File: config.mk
export PLATFORM = sky130hd
export DESIGN_NAME = chi_link_tx_chan
export DESIGN_NICKNAME = d
export VERILOG_FILES = /design/src/rtl/chi_link_pkg.sv /design/src/rtl/chi_link_credit_cnt.sv /design/src/rtl/chi_link_tx_chan.sv
export SDC_FILE = /design/constraint.sdc
export NUM_CORES = 1
export LEC_CHECK = 0
export CORE_UTILIZATION = 42
export CTS_BUF_LIST = sky130_fd_sc_hd__clkbuf_4
export DETAILED_ROUTE_END_ITERATION = 10
export PLACE_DENSITY = 0.82
export REMOVE_ABC_BUFFERS = 1
export SYNTH_ARGS = -nofsm -noshare
export SYNTH_HDL_FRONTEND = slang
export SYNTH_SLANG_ARGS = --single-unit
File: constraint.sdc
create_clock -name clk -period 2.24 [get_ports clk]
set_input_delay 0.448 -clock clk [delete_from_list [all_inputs] [get_ports clk]]
set_output_delay 0.448 -clock clk [all_outputs]
set_load 0.01 [all_outputs]
File: src/rtl/chi_link_pkg.sv
// Shared CHI link-layer definitions: link-state encodings, L-credit limit and
// link-flit opcode. Reused by the TX and RX link channels.
package chi_link_pkg;

   localparam logic [1:0] LINK_STOP       = 2'd0;
   localparam logic [1:0] LINK_ACTIVATE   = 2'd1;
   localparam logic [1:0] LINK_RUN        = 2'd2;
   localparam logic [1:0] LINK_DEACTIVATE = 2'd3;

   localparam int unsigned CHI_MAX_LCRD       = 15;
   localparam int unsigned LCRD_RETURN_OPCODE = 0;

   // LINKACTIVEREQ is asserted while heading for, or sitting in, ACTIVATE/RUN.
   function automatic logic link_req_for(input logic [1:0] st);
      return (st == LINK_ACTIVATE) || (st == LINK_RUN);
   endfunction

   // FLITPEND covers every state in which a flit may still be driven.
   function automatic logic link_pend_for(input logic [1:0] st);
      return (st == LINK_RUN) || (st == LINK_DEACTIVATE);
   endfunction

endpackage

File: src/rtl/chi_link_credit_cnt.sv
// Saturating up/down L-credit counter with a sticky overflow flag.
// A simultaneous increment and decrement leaves the count unchanged.
module chi_link_credit_cnt
   import chi_link_pkg::*;
#(
   parameter int unsigned MAX_CREDITS = CHI_MAX_LCRD,
   parameter int unsigned CNT_WIDTH   = 4
) (
   input  logic                 clk,
   input  logic                 resetn,
   input  logic                 inc_i,
   input  logic                 dec_i,
   output logic [CNT_WIDTH-1:0] cnt_o,
   output logic                 ovf_o
);

   localparam logic [CNT_WIDTH-1:0] MAX_CNT = CNT_WIDTH'(MAX_CREDITS);

   logic [CNT_WIDTH-1:0] cnt_q, cnt_d;
   logic                 ovf_q, ovf_d;

   always_comb begin
      // NOTE: defaults first so every path assigns cnt_d/ovf_d; no latch is inferred.
      cnt_d = cnt_q;
      ovf_d = ovf_q;
      if (inc_i && !dec_i) begin
         if (cnt_q == MAX_CNT) begin
            ovf_d = 1'b1;
         end else begin
            cnt_d = cnt_q + 1'b1;
         end
      end else if (dec_i && !inc_i && (cnt_q != '0)) begin
         cnt_d = cnt_q - 1'b1;
      end
   end

   always_ff @(posedge clk) begin
      // NOTE: state registers use non-blocking assignments so all flops update together.
      if (!resetn) begin
         cnt_q <= '0;
         ovf_q <= 1'b0;
      end else begin
         cnt_q <= cnt_d;
         ovf_q <= ovf_d;
      end
   end

   assign cnt_o = cnt_q;
   assign ovf_o = ovf_q;

endmodule

File: src/rtl/chi_link_tx_chan.sv
// CHI link-layer TX channel: link activation FSM, L-credit accounting, flit
// transmit and credit return. Optional counters under CHI_LINK_TX_PERF_CNT_EN.
module chi_link_tx_chan
   import chi_link_pkg::*;
#(
   parameter int unsigned FLIT_WIDTH  = 65,
   parameter int unsigned MAX_CREDITS = CHI_MAX_LCRD,
   parameter int unsigned CNT_WIDTH   = 4
) (
   input  logic                  clk,
   input  logic                  resetn,
   input  logic                  link_en,
   input  logic                  flit_in_valid,
   output logic                  flit_in_ready,
   input  logic [FLIT_WIDTH-1:0] flit_in,
   output logic                  CHI_TXLINKACTIVEREQ,
   input  logic                  CHI_TXLINKACTIVEACK,
   output logic                  CHI_TXFLITPEND,
   output logic                  CHI_TXFLITV,
   output logic [FLIT_WIDTH-1:0] CHI_TXFLIT,
   input  logic                  CHI_TXLCRDV,
   output logic [CNT_WIDTH-1:0]  credit_cnt,
   output logic [1:0]            link_state,
   output logic                  credit_ovf
`ifdef CHI_LINK_TX_PERF_CNT_EN
   ,
   output logic [31:0]           tx_flit_cnt,
   output logic [31:0]           tx_stall_cnt
`endif
);

   localparam logic [FLIT_WIDTH-1:0] LINK_FLIT = FLIT_WIDTH'(LCRD_RETURN_OPCODE);

   logic [1:0]            state_q, state_d;
   logic                  req_q, pend_q;
   logic                  flitv_q, flitv_d;
   logic [FLIT_WIDTH-1:0] flit_q, flit_d;

   logic credit_zero;
   logic accept;
   logic link_ret;
   logic send;
   logic lcrd_inc;

   assign credit_zero   = (credit_cnt == '0);
   assign flit_in_ready = (state_q == LINK_RUN) && !credit_zero;
   assign accept        = flit_in_valid && flit_in_ready;
   assign link_ret      = (state_q == LINK_DEACTIVATE) && !credit_zero;
   assign send          = accept || link_ret;
   assign lcrd_inc      = CHI_TXLCRDV && (state_q != LINK_STOP);

   always_comb begin
      state_d = state_q;
      case (state_q)
         LINK_STOP:       if (link_en && !CHI_TXLINKACTIVEACK) state_d = LINK_ACTIVATE;
         LINK_ACTIVATE:   if (CHI_TXLINKACTIVEACK)             state_d = LINK_RUN;
         LINK_RUN:        if (!link_en)                        state_d = LINK_DEACTIVATE;
         LINK_DEACTIVATE: if (!CHI_TXLINKACTIVEACK && credit_zero) state_d = LINK_STOP;
      endcase
   end

   // Accept and link return are mutually exclusive (RUN vs DEACTIVATE).
   always_comb begin
      flitv_d = send;
      flit_d  = flit_q;
      if (accept) begin
         flit_d = flit_in;
      end else if (link_ret) begin
         flit_d = LINK_FLIT;
      end
   end

   always_ff @(posedge clk) begin
      if (!resetn) begin
         state_q <= LINK_STOP;
         req_q   <= 1'b0;
         pend_q  <= 1'b0;
         flitv_q <= 1'b0;
         // NOTE: the flit data register is reset on purpose: CHI_TXFLIT must read 0 after reset.
         flit_q  <= '0;
      end else begin
         state_q <= state_d;
         req_q   <= link_req_for(state_d);
         pend_q  <= link_pend_for(state_d);
         flitv_q <= flitv_d;
         flit_q  <= flit_d;
      end
   end

   chi_link_credit_cnt #(
      .MAX_CREDITS (MAX_CREDITS),
      .CNT_WIDTH   (CNT_WIDTH)
   ) u_credit_cnt (
      .clk    (clk),
      .resetn (resetn),
      .inc_i  (lcrd_inc),
      .dec_i  (send),
      .cnt_o  (credit_cnt),
      .ovf_o  (credit_ovf)
   );

   assign CHI_TXLINKACTIVEREQ = req_q;
   assign CHI_TXFLITPEND      = pend_q;
   assign CHI_TXFLITV         = flitv_q;
   assign CHI_TXFLIT          = flit_q;
   assign link_state          = state_q;

`ifdef CHI_LINK_TX_PERF_CNT_EN
   logic [31:0] flit_cnt_q, stall_cnt_q;

   always_ff @(posedge clk) begin
      if (!resetn) begin
         flit_cnt_q  <= '0;
         stall_cnt_q <= '0;
      end else begin
         if (accept) begin
            flit_cnt_q <= flit_cnt_q + 32'd1;
         end
         if (flit_in_valid && (state_q == LINK_RUN) && credit_zero) begin
            stall_cnt_q <= stall_cnt_q + 32'd1;
         end
      end
   end

   assign tx_flit_cnt  = flit_cnt_q;
   assign tx_stall_cnt = stall_cnt_q;
`endif

endmodule

# Word level (Yosys, flattened, before mapping)
# Cells that the tools add are included.
# op_classes
n_reduce_logical,24
add_sub_neg,2
mux,10
eq_ne,8
# ops
operator,count
65-bit two-way mux,2
4-bit two-way mux,3
1-bit logical AND,9
"2-bit equality test, second input constant",4
2-bit two-way mux,4
2-bit case mux with 4 select lines,1
2-bit nonzero test,3
"4-bit by 1-bit adder with 4-bit output, second input constant",1
"2-bit by 1-bit equality test with 1-bit output, second input constant",2
"4-bit equality test, second input constant",1
1-bit zero test,4
4-bit zero test,1
2-bit AND reduction,2
4-bit nonzero test,1
"4-bit by 1-bit subtractor with 4-bit output, second input constant",1
1-bit logical OR,3
2-bit zero test,1
"2-bit != test, second input constant",1
# totals
out_inout_bits,76
ff_bits,75
wordCells,51

# Logic depth before layout (Yosys ltp)
# depth
word_depth,9
ltp_mapped,8

# Cells and area by module
# Synthesis repeated with hierarchy kept, for this count alone.
# unflattened
hier_cells,352
area_unflattened_um2,3034.2
# by_module_without_submodules
mod,n_inst,area_each_um2,cells_per_inst,seq_area_each_um2
chi_link_tx_chan,1,2713.9,321,1401.3
chi_link_credit_cnt,1,320.3,31,100.1

# Worst setup path after synthesis
# No wires, ideal clock.
# synth_timing
path_kind,register -> register
startpoint,"reg u_credit_cnt.cnt_q[0], in the netlist u_credit_cnt.cnt_o[0]"
endpoint,"reg u_credit_cnt.cnt_q[3], in the netlist u_credit_cnt.cnt_o[3]"
setup_slack_ns,0.155
stages_incl_launch_ff,8
arrival_time_ns,1.967
required_time_ns,2.122
path_cell_list,dfxtp_1 -> o41ai_2 -> o21bai_1 -> ha_1 -> nand3_1 -> a21bo_2 -> o22a_1 -> mux2i_1
# synth_between
elab_chain_len,9
elab_cells_between_ends,20
cone_classes,add/sub: 2; eq/ne: 2; mux: 3; reduce/logical: 13
# synth_lines
item,line_no,text
start: declaration,chi_link_credit_cnt.sv:19,"logic [CNT_WIDTH-1:0] cnt_q, cnt_d;"
start signal: assignment,chi_link_credit_cnt.sv:43,cnt_q <= cnt_d;
4-bit zero test,chi_link_tx_chan.sv:45,assign credit_zero = (credit_cnt == '0);
1-bit zero test,"chi_link_tx_chan.sv:46, chi_link_tx_chan.sv:48",
1-bit logical AND,chi_link_tx_chan.sv:46,assign flit_in_ready = (state_q == LINK_RUN) && !credit_zero;
1-bit logical AND,chi_link_tx_chan.sv:47,assign accept = flit_in_valid && flit_in_ready;
1-bit logical OR,chi_link_tx_chan.sv:49,assign send = accept || link_ret;
1-bit zero test or 1-bit logical AND (tied branches),"chi_link_credit_cnt.sv:26, chi_link_credit_cnt.sv:32",
"1-bit logical AND, on equally long branches","chi_link_credit_cnt.sv:26, chi_link_credit_cnt.sv:32",
2-bit != test (no source line) or 2-bit nonzero test (tied branches),-,
2-bit AND reduction (no source line),-,
# Parallel ways exist; a longest one is shown, timed or not. The select of a mux whose other input is x is not followed.
# A chain may end at the register's enable or synchronous reset.

# Worst setup path after layout
# layout_timing
startpoint,"reg u_credit_cnt.cnt_q[2], in the netlist u_credit_cnt.cnt_o[2]"
endpoint,out flit_in_ready
# layout_between
elab_chain_len,3
# layout_lines
item,line_no,text
4-bit zero test,chi_link_tx_chan.sv:45,
1-bit zero test,chi_link_tx_chan.sv:46,
1-bit logical AND,chi_link_tx_chan.sv:46,
end: declaration,chi_link_tx_chan.sv:14,"output logic flit_in_ready,"
# No other way between the ends.

==> qor.yml <==
synth_cell_types: 38
antenna_cells: 0
hold_class: "reg2reg"
drive_gt1_frac: 0.245
clock-root-buffer: "clkbuf_4"
die-width_um: 87.3
crit_buf_inv: 2
avgRoutedWirePerCell_um: 14.0
hpwl_um: 5350
routedLengthMet1_um: 2980
antenna_found_initial: 0
min_period_ns: 2.06
vias: 2687
drv_slew: 0
gp_congestion: 0.776
clkLatencyLatePin_ns: 0.41
die_area_um2: 7630
holdWs_ns: 0.488
tightest_slew_ns: 0.446
nNetsFinal: 506
htreeDepth: 3
ys_warn_count: 0
setup_slack_ns: 0.177
rsz0062_at_grt: "no"
postSynthAreaPerCell_um2: 10.7
clk_path_buf_depth: 2
grt_start_max_net_pins: 39
dr_wl_met2_um: 3680
cts_inserted_buffers: 9
cts_tree: "yes"
grt_pass1_vias: 2575
period_share: 0.921
syn2layout_area_growth_pct: 57.8
dp.cells: 515
ir_drop_mv: 0.360
critPathKind: "reg2out"
powerDensity_nw_per_um2: 556
wl_um: 7430
synth_seq_area_share: 0.491
via_per_inst: 5.05
clock_sinks: 75
crit_path_max_fanout: 6
netlist_area_um2: 3060
ant_nets: 0
fp.coreArea_um2: 6910
finalHoldViolCount: 0
place.port_buffers: 146
io_pins: 147
p_leak_uw: 0.00171
cpPeakStageDelay_ns: 0.39
cp_top_family: "buffers and inverters"
ctsHoldBuffers: 0
rows: 30
wl_met3_um: 627
drt_iter0_drc: 97
grt_pass1_wl_um: 11800
drv_cap: 0
critPathCaptureType: "output port"
outcome: "finished clean"
initial_core_util: 0.443
startpoint_type: "flop"
critPathSlowestCell: "dfxtp_4"
track_usage: 0.201
ys_ff_latch: 75
final_cell_area_um2: 4820
stdcell_count: 532
setup_viol: 0
worstPathCellList: "o41ai_4, buf_4, nor2_1, dlygate4sd2_1"
clk_pin_slew_ns: 0.11
remaining_drc_errors: 0
cp.required_ns: 1.79
placed_area_um2: 4640
cp.arrival_ns: 1.61
die_h_um: 87.3
fin_util: 0.699
overflow: 0
top_layer: "met4"
preCtsSetupSlack_ns: -0.118
fmax_ghz: 0.485
clock_skew_ns: 0.0166
drtPass1Iterations: 4
relSlewSlack: 0.701
synth_cells: 285
==> cell type report <==
type	instances	area [µm²]
fill	556	2080
multi-input combinational	181	1380
sequential	75	1510
clock inverter	5	77.6
clock buffer	11	82.6
tap	96	120
inverter	4	15.0
timing repair buffer	160	1640
==> flip-flops by register name, indices dropped and copies added, names as in the netlist <==
register             flops
link_state               2
CHI_TXFLITV              1
CHI_TXFLIT              65
u_credit_cnt.ovf_o       1
CHI_TXLINKACTIVEREQ      1
CHI_TXFLITPEND           1
u_credit_cnt.cnt_o       4
==> stage by stage <==
stage | total power [µW] | TNS [ns]
floorplan | 1550 | -258.81
global placement | 1780 | -0.0700
detailed placement | 1790 | -0.118
CTS | 2720 | 0
global route | 2800 | 0
finish | 2680 | 0
==> placed cells by master (no fill, tap or decap), types with 4 or more instances in the layout <==
| cell type | instances |
|---|---|
| buf_4 | 8 |
| a22oi_2 | 39 |
| clkbuf_4 | 11 |
| a22oi_1 | 26 |
| nor2_2 | 28 |
| nor2_1 | 44 |
| mux2i_1 | 4 |
| buf_12 | 6 |
| nand2_1 | 9 |
| clkdlybuf4s50_1 | 145 |
| dfxtp_1 | 71 |
==> worst paths after layout <==
| kind | start | endpoint | slack [ns] | depth (start not counted) |
|---|---|---|---|---|
| max | u_credit_cnt.cnt_o[2] | flit_in_ready | 0.18 | 4 |
| min reg2reg | u_credit_cnt.ovf_o | u_credit_cnt.ovf_o | 0.49 | 1 |
| max reg2reg | u_credit_cnt.cnt_o[3] | CHI_TXLINKACTIVEREQ | 0.27 | 5 |
| min | u_credit_cnt.ovf_o | u_credit_cnt.ovf_o | 0.49 | 1 |
==> logic make-up (layout without fill, tap and decap cells) <==
kind of cell | count (synthesis) | count (layout) | synth area share
and+or+nand+nor | 93 | 93 | 0.150
buffers and inverters | 29 | 180 | 0.0646
muxes | 4 | 4 | 0.0131
adders and majority gates | 4 | 4 | 0.0188
xor gates and xnor gates | 1 | 1 | 0.00286
DFF | 75 | 75 | 0.491
AOI/OAI and AO/OA | 79 | 79 | 0.259
==> timing repair <==
item,CTS,global route
setup endpoints to repair,1,0
setup buffers,1,0
gates resized for setup,8,0
==> cells in the mapped netlist <==
library cell / instances / area, µm²
buf_8: 2 / 30.0
buf_6: 1 / 11.3
or4_4: 1 / 11.3
nand3_1: 2 / 10.0
a22oi_2: 39 / 488
buf_2: 6 / 30.0
o2111ai_1: 1 / 8.76
a2bb2oi_1: 1 / 8.76
xor2_1: 1 / 8.76
and3_1: 1 / 6.26
o31a_1: 1 / 8.76
o311ai_1: 1 / 8.76
a21bo_2: 1 / 10.0
nor4bb_1: 1 / 10.0
mux2i_1: 4 / 40.0
o22a_1: 1 / 8.76
or2_1: 1 / 6.26
nand2_1: 9 / 33.8
a21oi_1: 3 / 15.0
o21a_1: 1 / 7.51
buf_12: 2 / 40.0
nor2_1: 44 / 165
nand4b_1: 1 / 8.76
nand4_1: 1 / 6.26
inv_2: 1 / 3.75
clkbuf_1: 9 / 33.8
o21ai_0: 2 / 10.0
o41ai_2: 1 / 16.3
o21bai_1: 1 / 7.51
ha_1: 3 / 37.5
nor2_2: 28 / 175
dfxtp_1: 75 / 1500
inv_1: 3 / 11.3
a22oi_1: 26 / 195
nand2b_1: 3 / 18.8
buf_4: 5 / 37.5
fa_1: 1 / 20.0
nor3b_1: 1 / 7.51
==> power breakdown <==
| group | internal [µW] | switching [µW] | total, µW |
|---|---|---|---|
| clock network | 475 | 445 | 920 |
| registers | 1360 | 29.0 | 1390 |
| logic | 230 | 144 | 374 |
| total | 2060 | 618 | 2680 |
==> per-layer routing <==
metal,vias to the layer above,global-route usage
met5,-,0
met4,0,0.0894
met3,12,0.0654
met2,103,0.337
met1,1272,0.232
li1,1300,-
Note: power is estimated with default switching activity, not from simulation.
